--- config.mk ---
export PLATFORM = sky130hd
export DESIGN_NAME = adam_syscfg_mctl
export DESIGN_NICKNAME = d
export VERILOG_FILES = /design/src/rtl/adam_syscfg_mctl.sv
export SDC_FILE = /design/constraint.sdc
export NUM_CORES = 2
export LEC_CHECK = 0
export ABC_AREA = 1
export ABC_CLOCK_PERIOD_IN_PS = 3200
export CORE_ASPECT_RATIO = 1.5
export CORE_MARGIN = 1.5
export CORE_UTILIZATION = 40
export CTS_BUF_LIST = sky130_fd_sc_hd__clkbuf_2 sky130_fd_sc_hd__clkbuf_4 sky130_fd_sc_hd__clkbuf_8
export CTS_CLUSTER_SIZE = 20
export DETAILED_ROUTE_END_ITERATION = 10
export PLACE_DENSITY = 0.66
export SLEW_MARGIN = 20
export SYNTH_ARGS = -nofsm -noshare
export SYNTH_HDL_FRONTEND = slang
export SYNTH_SLANG_ARGS = --single-unit
--- constraint.sdc ---
create_clock -name clk -period 3.2 [get_ports clk]
set_input_delay 0.64 -clock clk [delete_from_list [all_inputs] [get_ports clk]]
set_output_delay 0.64 -clock clk [all_outputs]
set_load 0.01 [all_outputs]
--- src/rtl/adam_syscfg_mctl.sv ---
// adam_syscfg_mctl: APB-controlled reset/pause/boot/IRQ sequencer for NO_TGTS targets
// with per-target STOP/START/SUSPEND FSM, ack timeout, ordered bootstrap and global pause.
module adam_syscfg_mctl #(
   parameter int                    NO_TGTS        = 8,
   parameter int                    DATA_WIDTH     = 32,
   parameter int                    ADDR_WIDTH     = 32,
   parameter int                    IRQ_WIDTH      = 32,
   parameter logic [NO_TGTS-1:0]    BOOTSTRAP_MASK = '0,
   parameter logic [ADDR_WIDTH-1:0] BOOT_ADDR_RST  = '0,
   parameter int                    TIMEOUT_CYCLES = 1024
) (
   input  logic                          clk,
   input  logic                          rst,
   input  logic                          pause_req,
   output logic                          pause_ack,
   input  logic [ADDR_WIDTH-1:0]         paddr,
   input  logic                          psel,
   input  logic                          penable,
   input  logic                          pwrite,
   input  logic [DATA_WIDTH-1:0]         pwdata,
   input  logic [DATA_WIDTH/8-1:0]       pstrb,
   output logic [DATA_WIDTH-1:0]         prdata,
   output logic                          pready,
   output logic                          pslverr,
   input  logic [IRQ_WIDTH-1:0]          irq_vec,
   output logic [NO_TGTS-1:0]            tgt_rst,
   output logic [NO_TGTS-1:0]            tgt_pause_req,
   input  logic [NO_TGTS-1:0]            tgt_pause_ack,
   output logic [NO_TGTS*ADDR_WIDTH-1:0] tgt_boot_addr,
   output logic [NO_TGTS-1:0]            tgt_irq
);
   localparam int TW = NO_TGTS > 1 ? $clog2(NO_TGTS) : 1;
   localparam int CW = $clog2(TIMEOUT_CYCLES + 1);
   typedef enum logic [2:0] {STOPPED, RELEASE, RESUMING, RUN, PAUSING, PAUSED} state_t;
   logic                         access, valid, reg_wr, act_wr, act_err, act_go;
   logic [TW-1:0]                t, boot_idx;
   logic [1:0]                   r;
   logic [DATA_WIDTH-1:0]        wmask;
   logic [NO_TGTS-1:0]           busy, run_v, tmo;
   logic [NO_TGTS*IRQ_WIDTH-1:0] masks;
   logic                         boot_done, boot_wait, boot_go, boot_start;
   logic                         unused_ok;
   assign unused_ok = ^paddr[1:0];
   for (genvar s = 0; s < DATA_WIDTH/8; s++) begin : g_strb
      assign wmask[s*8 +: 8] = {8{pstrb[s]}};
   end
   assign access  = psel & penable;
   assign t       = paddr[TW+3:4];
   assign r       = paddr[3:2];
   assign valid   = paddr[ADDR_WIDTH-1:4] < (ADDR_WIDTH-4)'(NO_TGTS);
   assign reg_wr  = access & pwrite & valid;
   assign act_wr  = reg_wr & (r == 2'd1);
   assign act_err = act_wr & (busy[t] | ~boot_done | pause_req);
   assign act_go  = act_wr & ~act_err & pstrb[0];
   assign pready  = 1'b1;
   assign pslverr = access & (~valid | act_err);
   assign prdata  = ~(access & valid) ? '0 :
                    r == 2'd0 ? DATA_WIDTH'({tmo[t], busy[t], tgt_pause_req[t] & tgt_pause_ack[t], tgt_rst[t]}) :
                    r == 2'd2 ? tgt_boot_addr[t*ADDR_WIDTH +: ADDR_WIDTH] :
                    r == 2'd3 ? DATA_WIDTH'(masks[t*IRQ_WIDTH +: IRQ_WIDTH]) : '0;
   // Bootstrap walks targets in order; a started target must reach RUN before moving on.
   assign boot_go    = ~boot_done & ~pause_req;
   assign boot_start = boot_go & ~boot_wait & BOOTSTRAP_MASK[boot_idx];
   always_ff @(posedge clk) begin
      if (rst) begin
         boot_idx  <= '0;
         boot_done <= 1'b0;
         boot_wait <= 1'b0;
         pause_ack <= 1'b0;
      end else begin
         pause_ack <= pause_req & ~|busy;
         if (boot_go) begin
            if (boot_wait ? run_v[boot_idx] : ~BOOTSTRAP_MASK[boot_idx]) begin
               boot_wait <= 1'b0;
               boot_done <= boot_idx == TW'(NO_TGTS - 1);
               boot_idx  <= boot_idx + 1'b1;
            end else begin
               boot_wait <= 1'b1;
            end
         end
      end
   end
   for (genvar g = 0; g < NO_TGTS; g++) begin : g_tgt
      state_t                st, nx;
      logic                  sel, wait_st, ack_done, tmo_ev, stop_q, tmo_q, rst_q, req_q, irq_q;
      logic [1:0]            cmd;
      logic [CW-1:0]         cnt;
      logic [ADDR_WIDTH-1:0] boot;
      logic [IRQ_WIDTH-1:0]  mask;
      assign sel      = t == TW'(g);
      assign cmd      = act_go & sel ? pwdata[1:0] : boot_start & (boot_idx == TW'(g)) ? 2'd2 : 2'd0;
      assign wait_st  = st == PAUSING || st == RESUMING;
      assign ack_done = st == PAUSING ? tgt_pause_ack[g] : ~tgt_pause_ack[g];
      assign tmo_ev   = wait_st & ~ack_done & (cnt == CW'(TIMEOUT_CYCLES - 1));
      always_comb begin
         nx = st;
         case (st)
            STOPPED:  nx = cmd == 2'd2 ? RELEASE : STOPPED;
            RELEASE:  nx = RESUMING;
            RESUMING: nx = ack_done | tmo_ev ? RUN : RESUMING;
            RUN:      nx = cmd[0] ? PAUSING : RUN;
            PAUSING:  nx = ack_done ? (stop_q ? STOPPED : PAUSED) : tmo_ev ? RUN : PAUSING;
            PAUSED:   nx = cmd == 2'd2 ? RESUMING : cmd == 2'd1 ? STOPPED : PAUSED;
            default:  nx = STOPPED;
         endcase
      end
      always_ff @(posedge clk) begin
         if (rst) begin
            st     <= STOPPED;
            stop_q <= 1'b0;
            tmo_q  <= 1'b0;
            rst_q  <= 1'b1;
            req_q  <= 1'b1;
            cnt    <= '0;
            boot   <= BOOT_ADDR_RST;
            mask   <= '0;
            irq_q  <= 1'b0;
         end else begin
            st    <= nx;
            rst_q <= nx == STOPPED;
            req_q <= nx == STOPPED || nx == RELEASE || nx == PAUSING || nx == PAUSED;
            cnt   <= nx != st ? '0 : wait_st ? cnt + 1'b1 : cnt;
            tmo_q <= tmo_ev | (tmo_q & ~(act_go & sel));
            irq_q <= |(irq_vec & mask);
            if (st == RUN && cmd[0]) stop_q <= ~cmd[1];
            if (reg_wr & sel & (r == 2'd2)) boot <= (boot & ~wmask) | (pwdata & wmask);
            if (reg_wr & sel & (r == 2'd3)) mask <= (mask & ~wmask[IRQ_WIDTH-1:0]) | (pwdata[IRQ_WIDTH-1:0] & wmask[IRQ_WIDTH-1:0]);
         end
      end
      assign tgt_rst[g]                             = rst_q;
      assign tgt_pause_req[g]                       = req_q;
      assign tgt_irq[g]                             = irq_q;
      assign busy[g]                                = st == PAUSING || st == RELEASE || st == RESUMING;
      assign run_v[g]                               = st == RUN;
      assign tmo[g]                                 = tmo_q;
      assign tgt_boot_addr[g*ADDR_WIDTH +: ADDR_WIDTH] = boot;
      assign masks[g*IRQ_WIDTH +: IRQ_WIDTH]        = mask;
   end
endmodule
* Word-level counts from Yosys, hierarchy flattened *
Memory sizes are Yosys's and may differ from the RTL's. A register that Yosys moved wholly into a read port is not among the register bits.
Index checks and enable logic that the tools add are counted.

storage, ports and cells
  flip-flop bits (word level) = 670
  memory bits (read-only) = 8
  output and inout port bits = 315
  memories kept = 1

memory list
  name              depth  width  rd ports  clocked after Yosys merged registers in  write ports  RTL line  source
  (name not given)  8      1      1         1                                        0            73        if (boot_wait ? run_v[boot_idx] : ~BOOTSTRAP_MASK[boot_idx]) begin

cells by class
  $add $sub $neg = 9
  $lt $le $gt $ge = 3
  equality and inequality tests = 113
  shift-type cells = 2
  mux-type cells = 117
  bitwise operators = 177
  reduce and logical (&&, ||, !) cells = 94

operators by type and width
  kind                                                          count
  AND 32 bit                                                    25
  OR 32 bit                                                     16
  indexed part select 256 x 9 -> 32 bit                         2
  OR reduction 32 bit                                           8
  two-way mux 3 bit                                             50
  one-hot mux 3 bit (6 select lines)                            8
  two-way mux 32 bit                                            4
  == test 3 bit (second input constant)                         40
  adder 11 x 1 -> 11 bit (second input constant)                8
  == test 11 x 10 -> 1 bit (second input constant)              8
  AND 1 bit                                                     78
  == test 3 x 2 -> 1 bit (second input constant)                20
  == test 3 x 1 -> 1 bit (second input constant)                18
  zero test 3 bit                                               18
  logical OR 1 bit                                              48
  inverter 1 bit                                                38
  two-way mux 1 bit                                             33
  two-way mux 2 bit                                             16
  inverter 32 bit                                               1
  less-than comparator 28 x 4 -> 1 bit (second input constant)  1
  != test 3 bit                                                 8
  == test 2 bit (second input constant)                         10
  OR 1 bit                                                      19
  binary-select mux 1 bit (select 3 bit)                        6
  9 further kinds                                               32

* Longest topological paths before layout *
  depth in word-level cells = 21
  depth in mapped cells = 28
  depth with buffers taken out = 26

* Least setup slack after synthesis *
OpenSTA, ideal clock, no wires.

  path type = in2reg
  start = input port paddr[21]
  end = register g_tgt[2].cnt[0]
  data arrival time = 3.191 ns
  path slack = -0.068 ns
  cell stages on the path = 19
  path buffers = 2
  cells stage by stage = nor2_1 > nand2_1 > nor2_1 > nand4_4 > nor2_2 > nand3_1 > nor2_4 > buf_4 > nand2_1 > nor2_1 > ha_1 > nand4_1 > o21ai_0 > nor4_1 > nand2_1 > nand2_1 > nand3b_1 > buf_2 > nor3_1

on the way
  word-level cells in the longest chain between the ends = 15

ends and longest elaborated chain
  what                                      RTL line  source
  start, declared                           16        input logic [ADDR_WIDTH-1:0] paddr,
  less-than comparator 28 x 4 -> 1 bit (*)  50        assign valid = paddr[ADDR_WIDTH-1:4] < (ADDR_WIDTH-4)'(NO_TGTS);
  AND 1 bit (*)                             51        assign reg_wr = access & pwrite & valid;
  AND 1 bit (*)                             52        assign act_wr = reg_wr & (r == 2'd1);
  AND 1 bit                                 53        assign act_err = act_wr & (busy[t] | ~boot_done | pause_req);
  inverter 1 bit                            54        assign act_go = act_wr & ~act_err & pstrb[0];
  AND 1 bit (*) (2 in series)               54
  AND 1 bit (*)                             91        assign cmd = act_go & sel ? pwdata[1:0] : boot_start & (boot_idx == TW'(g)) ? 2'd2 : 2'd0;
  two-way mux 2 bit (*)                     91
  == test 2 x 1 -> 1 bit                    103       PAUSED: nx = cmd == 2'd2 ? RESUMING : cmd == 2'd1 ? STOPPED : PAUSED;
  two-way mux 3 bit (2 in series)           103
  one-hot mux 3 bit (6 select lines) (*)    97        case (st)
  != test 3 bit (*)                         122       cnt <= nx != st ? '0 : wait_st ? cnt + 1'b1 : cnt;
  OR reduction 2 bit (no source line) (*)   --
  end signal, assigned                      122
  end, declared                             87        logic [CW-1:0] cnt;

Every way passes the cells marked *; elsewhere a longest branch is shown, timed or not.
A chain may end at the register's enable or synchronous reset.

* Final worst setup path *
  start = input port paddr[5]
  end = output port prdata[5]

on the way
  word-level cells in the longest chain between the ends = 5

ends and longest elaborated chain
  what                                   RTL line  source
  indexed part select 256 x 9 -> 32 bit  60        r == 2'd3 ? DATA_WIDTH'(masks[t*IRQ_WIDTH +: IRQ_WIDTH]) : '0;
  two-way mux 32 bit                     60
  two-way mux 32 bit                     59        r == 2'd2 ? tgt_boot_addr[t*ADDR_WIDTH +: ADDR_WIDTH] :
  two-way mux 32 bit                     58        r == 2'd0 ? DATA_WIDTH'({tmo[t], busy[t], tgt_pause_req[t] & tgt_pause_ack[t], tgt_rst[t]}) :
  two-way mux 32 bit (*)                 57        assign prdata = ~(access & valid) ? '0 :
  end, declared                          22        output logic [DATA_WIDTH-1:0] prdata,

Marks and branches as above.

==> summary.md <==
| Metric | Value |
|---|---|
| Post-synth top area cell | `dfxtp_1` |
| Violations in the final reports | `negative setup slack` |
| Met3 routed WL | `11,760 um` |
| Top Ports | `roughly 430` |
| Crit. Startpoint | `paddr[5]` |
| Syn Inst Count | `4,354` |
| CP required | `2.56 ns` |
| CP max FO | `8` |
| Commonest non-fill, non-tap cells in the layout | `nor2_1 (924), dfxtp_1 (650), o21ai_0 (557), buf_4 (417), clkdlybuf4s50_1 (359)` |
| EDFF count, synth | `0` |
| CTS tree | `yes` |
| RSZ-0062 raised after global routing | `yes` |
| Initial antenna violation count | `6` |
| Max clock buf depth | `3` |
| Crit end category | `primary output` |
| Sink Count | `670` |
| Post-synth ARST share | `0%` |
| Overflow after GRT | `0` |
| TritonRoute pass-1 iters | `6` |
| Min-Delay Startpoint | `rst` |
| Worst R2R Start | `g_tgt[0].st[0]` |
| Peak supply drop | `between 0.0002 and 0.0003 V` |
| Detail Placement HPWL | `between 100,000 and 150,000 um` |
| Pins Over Slew Limit | `0` |
| DIE HEIGHT | `between 300 and 400 um` |
| Routed WL | `139,400 um` |
| Core area | `approximately 77,000 sq um` |
| GRT Total Usage | `between 30% and 40%` |
| Final Critical Period | `about 3.2 ns` |
| Drt wl/cell | `approximately 22 um` |
| Synth Cell Area | `just over 30,000 sq um` |
| Die width | `231.0 um` |
| DR WL met2 | `~66,000 um` |
| Endpoints failing setup | `1` |
| Hold Path Class | `in2reg` |
| Pin count of the biggest net entering global routing | `108` |
| Area Growth Syn to Fin | `40.48%` |
| Distinct cell type count after synthesis | `56` |
| CTS clock-pin slew for the worst setup and hold paths | `approximately 0.070 ns` |
| Share of layout cells above drive strength 1 | `between 10% and 20%` |
| Pleak | `approximately 18 nW` |
| Synth area leaders | `dfxtp_1 (43%), nor2_1 (11%), o21ai_0 (9.2%), nand2_1 (4.5%), inv_1 (4.4%)` |
| Remaining routing DRC violations | `0` |
| Largest stage delay, worst path | `a little under 0.3 ns` |
| Number of global-route vias before repair | `33,970` |
| Initial Utilization | `40.36%` |
| Clock Tree Root | `clkbuf_8` |
| Synth warnings | `0` |
| # nets final | `5,253` |
| CP max stage cell | `dlygate4sd2_1` |
| Vias | `roughly 35,000` |
| Routed Antenna Nets | `0` |
| Max-slew headroom | `a little over a third` |
| Setup crit start kind | `primary input` |
| Net count after synthesis | `approximately 4,500` |
| Top FF cell, synth | `dfxtp_1` |
| Fmax | `approximately 0.31 GHz` |
| Mean Syn Cell Area | `between 7 and 8 sq um` |
| Final hold vios | `0` |
| Register-to-register setup slack | `0.14 ns` |
| CP arrival | `about 2.6 ns` |
| Final worst slack | `-0.002716 ns` |
| Wl on met1 | `49,130 um` |
| Worst-Skew Late Latency | `0.79 ns` |
| Max cap viols | `0` |
| Clk_skew | `~0.062 ns` |
| CP delay by family, top | `buffers and inverters` |
| CP Cell Sequence | `clkbuf_4 > inv_6 > nor2_4 > clkinv_4 > buf_12 > buf_16 > buf_12 > o22ai_1 > o21a_1 > nor2_1 > nand2_1 > a21oi_4 > dlygate4sd2_1` |
| Most common cell after layout, fill and taps aside | `nor2_1` |
| Setup CP Type | `in2out` |
| Worst-margin pin slew | `0.9665 ns` |
| Crit-path most repeated cell | `buf_12` |
| Setup WS pre-CTS | `-1.117 ns` |
| Die area | `between 70,000 and 80,000 sq um` |
| First-pass GRT wire length | `around 200,000 um` |
| Vias per cell | `5.659` |
| Pwr Total | `0.01835 W` |
| Num rows | `125` |
| Fin area | `around 44,000 sq um` |
| Register bit total from synthesis | `670` |
| Fin Setup TNS | `-0.002716 ns` |
| Top Layer Used | `met5` |
| Crit share post-route | `100.1%` |
| Sequential share of the synthesized area | `around 43%` |
| Synth top area share | `43.01%` |
| RePlAce Congestion | `about 0.99` |
| Hold slack | `around 0.43 ns` |
| H-tree depth | `3` |
| Status | `finished with violations` |
| CTS Buf Count | `roughly 110` |
| Placed instance area | `about 40,000 sq um` |
| I/O Buffers | `425` |
| Critical path buffer and inverter count | `7` |
| Pwr Density | `419.0 nW/um^2` |
| Iter 0 DRT Violations | `3,309` |
tightest hold or removal path, stage by stage:
cell and delay [ns]:
buf_2 0.14, inv_8 0.20, nand2_1 0.16
power by group:
group / internal (W) / total, W / leakage (nW) / switching, W
registers: 0.00834 / 0.00834 / 5.41 / 0.00000339
clock network: 0.00478 / 0.00851 / 1.32 / 0.00373
logic: 0.000557 / 0.00151 / 11.2 / 0.000949
total: 0.0137 / 0.0184 / 17.9 / 0.00468
cell usage after synthesis, types with 6 or more instances:
| master | count |
|---|---|
| nand3_2 | 6 |
| buf_4 | 27 |
| clkinv_1 | 11 |
| a31oi_1 | 9 |
| nand2_1 | 373 |
| a22o_1 | 19 |
| buf_1 | 25 |
| inv_1 | 366 |
| dfxtp_1 | 670 |
| xor2_1 | 49 |
| clkbuf_1 | 197 |
| nor3_2 | 13 |
| o21ai_0 | 573 |
| ha_1 | 18 |
| nand2_2 | 6 |
| nand3b_1 | 6 |
| o22ai_1 | 209 |
| nor2_2 | 7 |
| buf_2 | 23 |
| a21oi_1 | 233 |
| a41oi_1 | 7 |
| o2111ai_1 | 18 |
| a221oi_1 | 53 |
| a22oi_1 | 35 |
| nand4_1 | 46 |
| nand3_1 | 106 |
| nor4_1 | 14 |
| mux2i_1 | 8 |
| a221o_1 | 7 |
| nor2_1 | 946 |
| o211ai_1 | 10 |
| xnor2_1 | 25 |
| inv_2 | 11 |
| nor3_1 | 146 |
| o21a_1 | 36 |
| a211oi_1 | 6 |
logic make-up after synthesis:
family                   after synthesis  share of synthesized area (%)
AO/OA/AOI/OAI                       1245                          23.16
XOR/XNOR                              74                          2.078
adder cells (fa/ha/maj)               18                         0.7222
buffers and inverters                662                          8.414
flip-flops                           670                          43.01
multiplexers                           8                         0.2568
other                                  1                        0.01203
AND/OR/NAND/NOR                     1676                          22.35
through the flow:
stage               util, %  cells
finish                56.70   6228
global route          56.69   6225
CTS                   55.51   6207
detailed placement    51.23   5988
global placement      51.23   5988
floorplan                 -   4354
layer usage:
layer	track usage, %	vias to the layer above
li1	-	16340
met1	36.64	16410
met2	57.88	1890
met3	6.629	607
met4	26.28	8
met5	0	-
area by class of cell:
| class | count | area (sq um) |
|---|---|---|
| inverters | 388 | 1484 |
| diodes | 4 | 10.01 |
| multi-input cells | 3022 | 16260 |
| clock inverters | 30 | 359.1 |
| clock buffers | 166 | 2110 |
| flip-flops and latches | 670 | 13450 |
| well taps | 1016 | 1271 |
| repair buffers | 932 | 8864 |
| fillers | 7213 | 33450 |
path summary, 6_finish.rpt:
| kind | to | cells after the start |
|---|---|---|
| max | prdata[5] | 13 |
| min reg2reg | boot_wait | 2 |
| max reg2reg | g_tgt[6].cnt[0] | 24 |
| min | g_tgt[0].req_q | 3 |
timing repair:
action	in CTS	in global routing
setup buffers	19	17
pin swaps	50	74
cloned	4	3
gates resized for setup	281	229
hold buffers	0	0
hold endpoints to repair	0	0
setup endpoints to repair	114	132
Power figures use the tool's default switching activity.
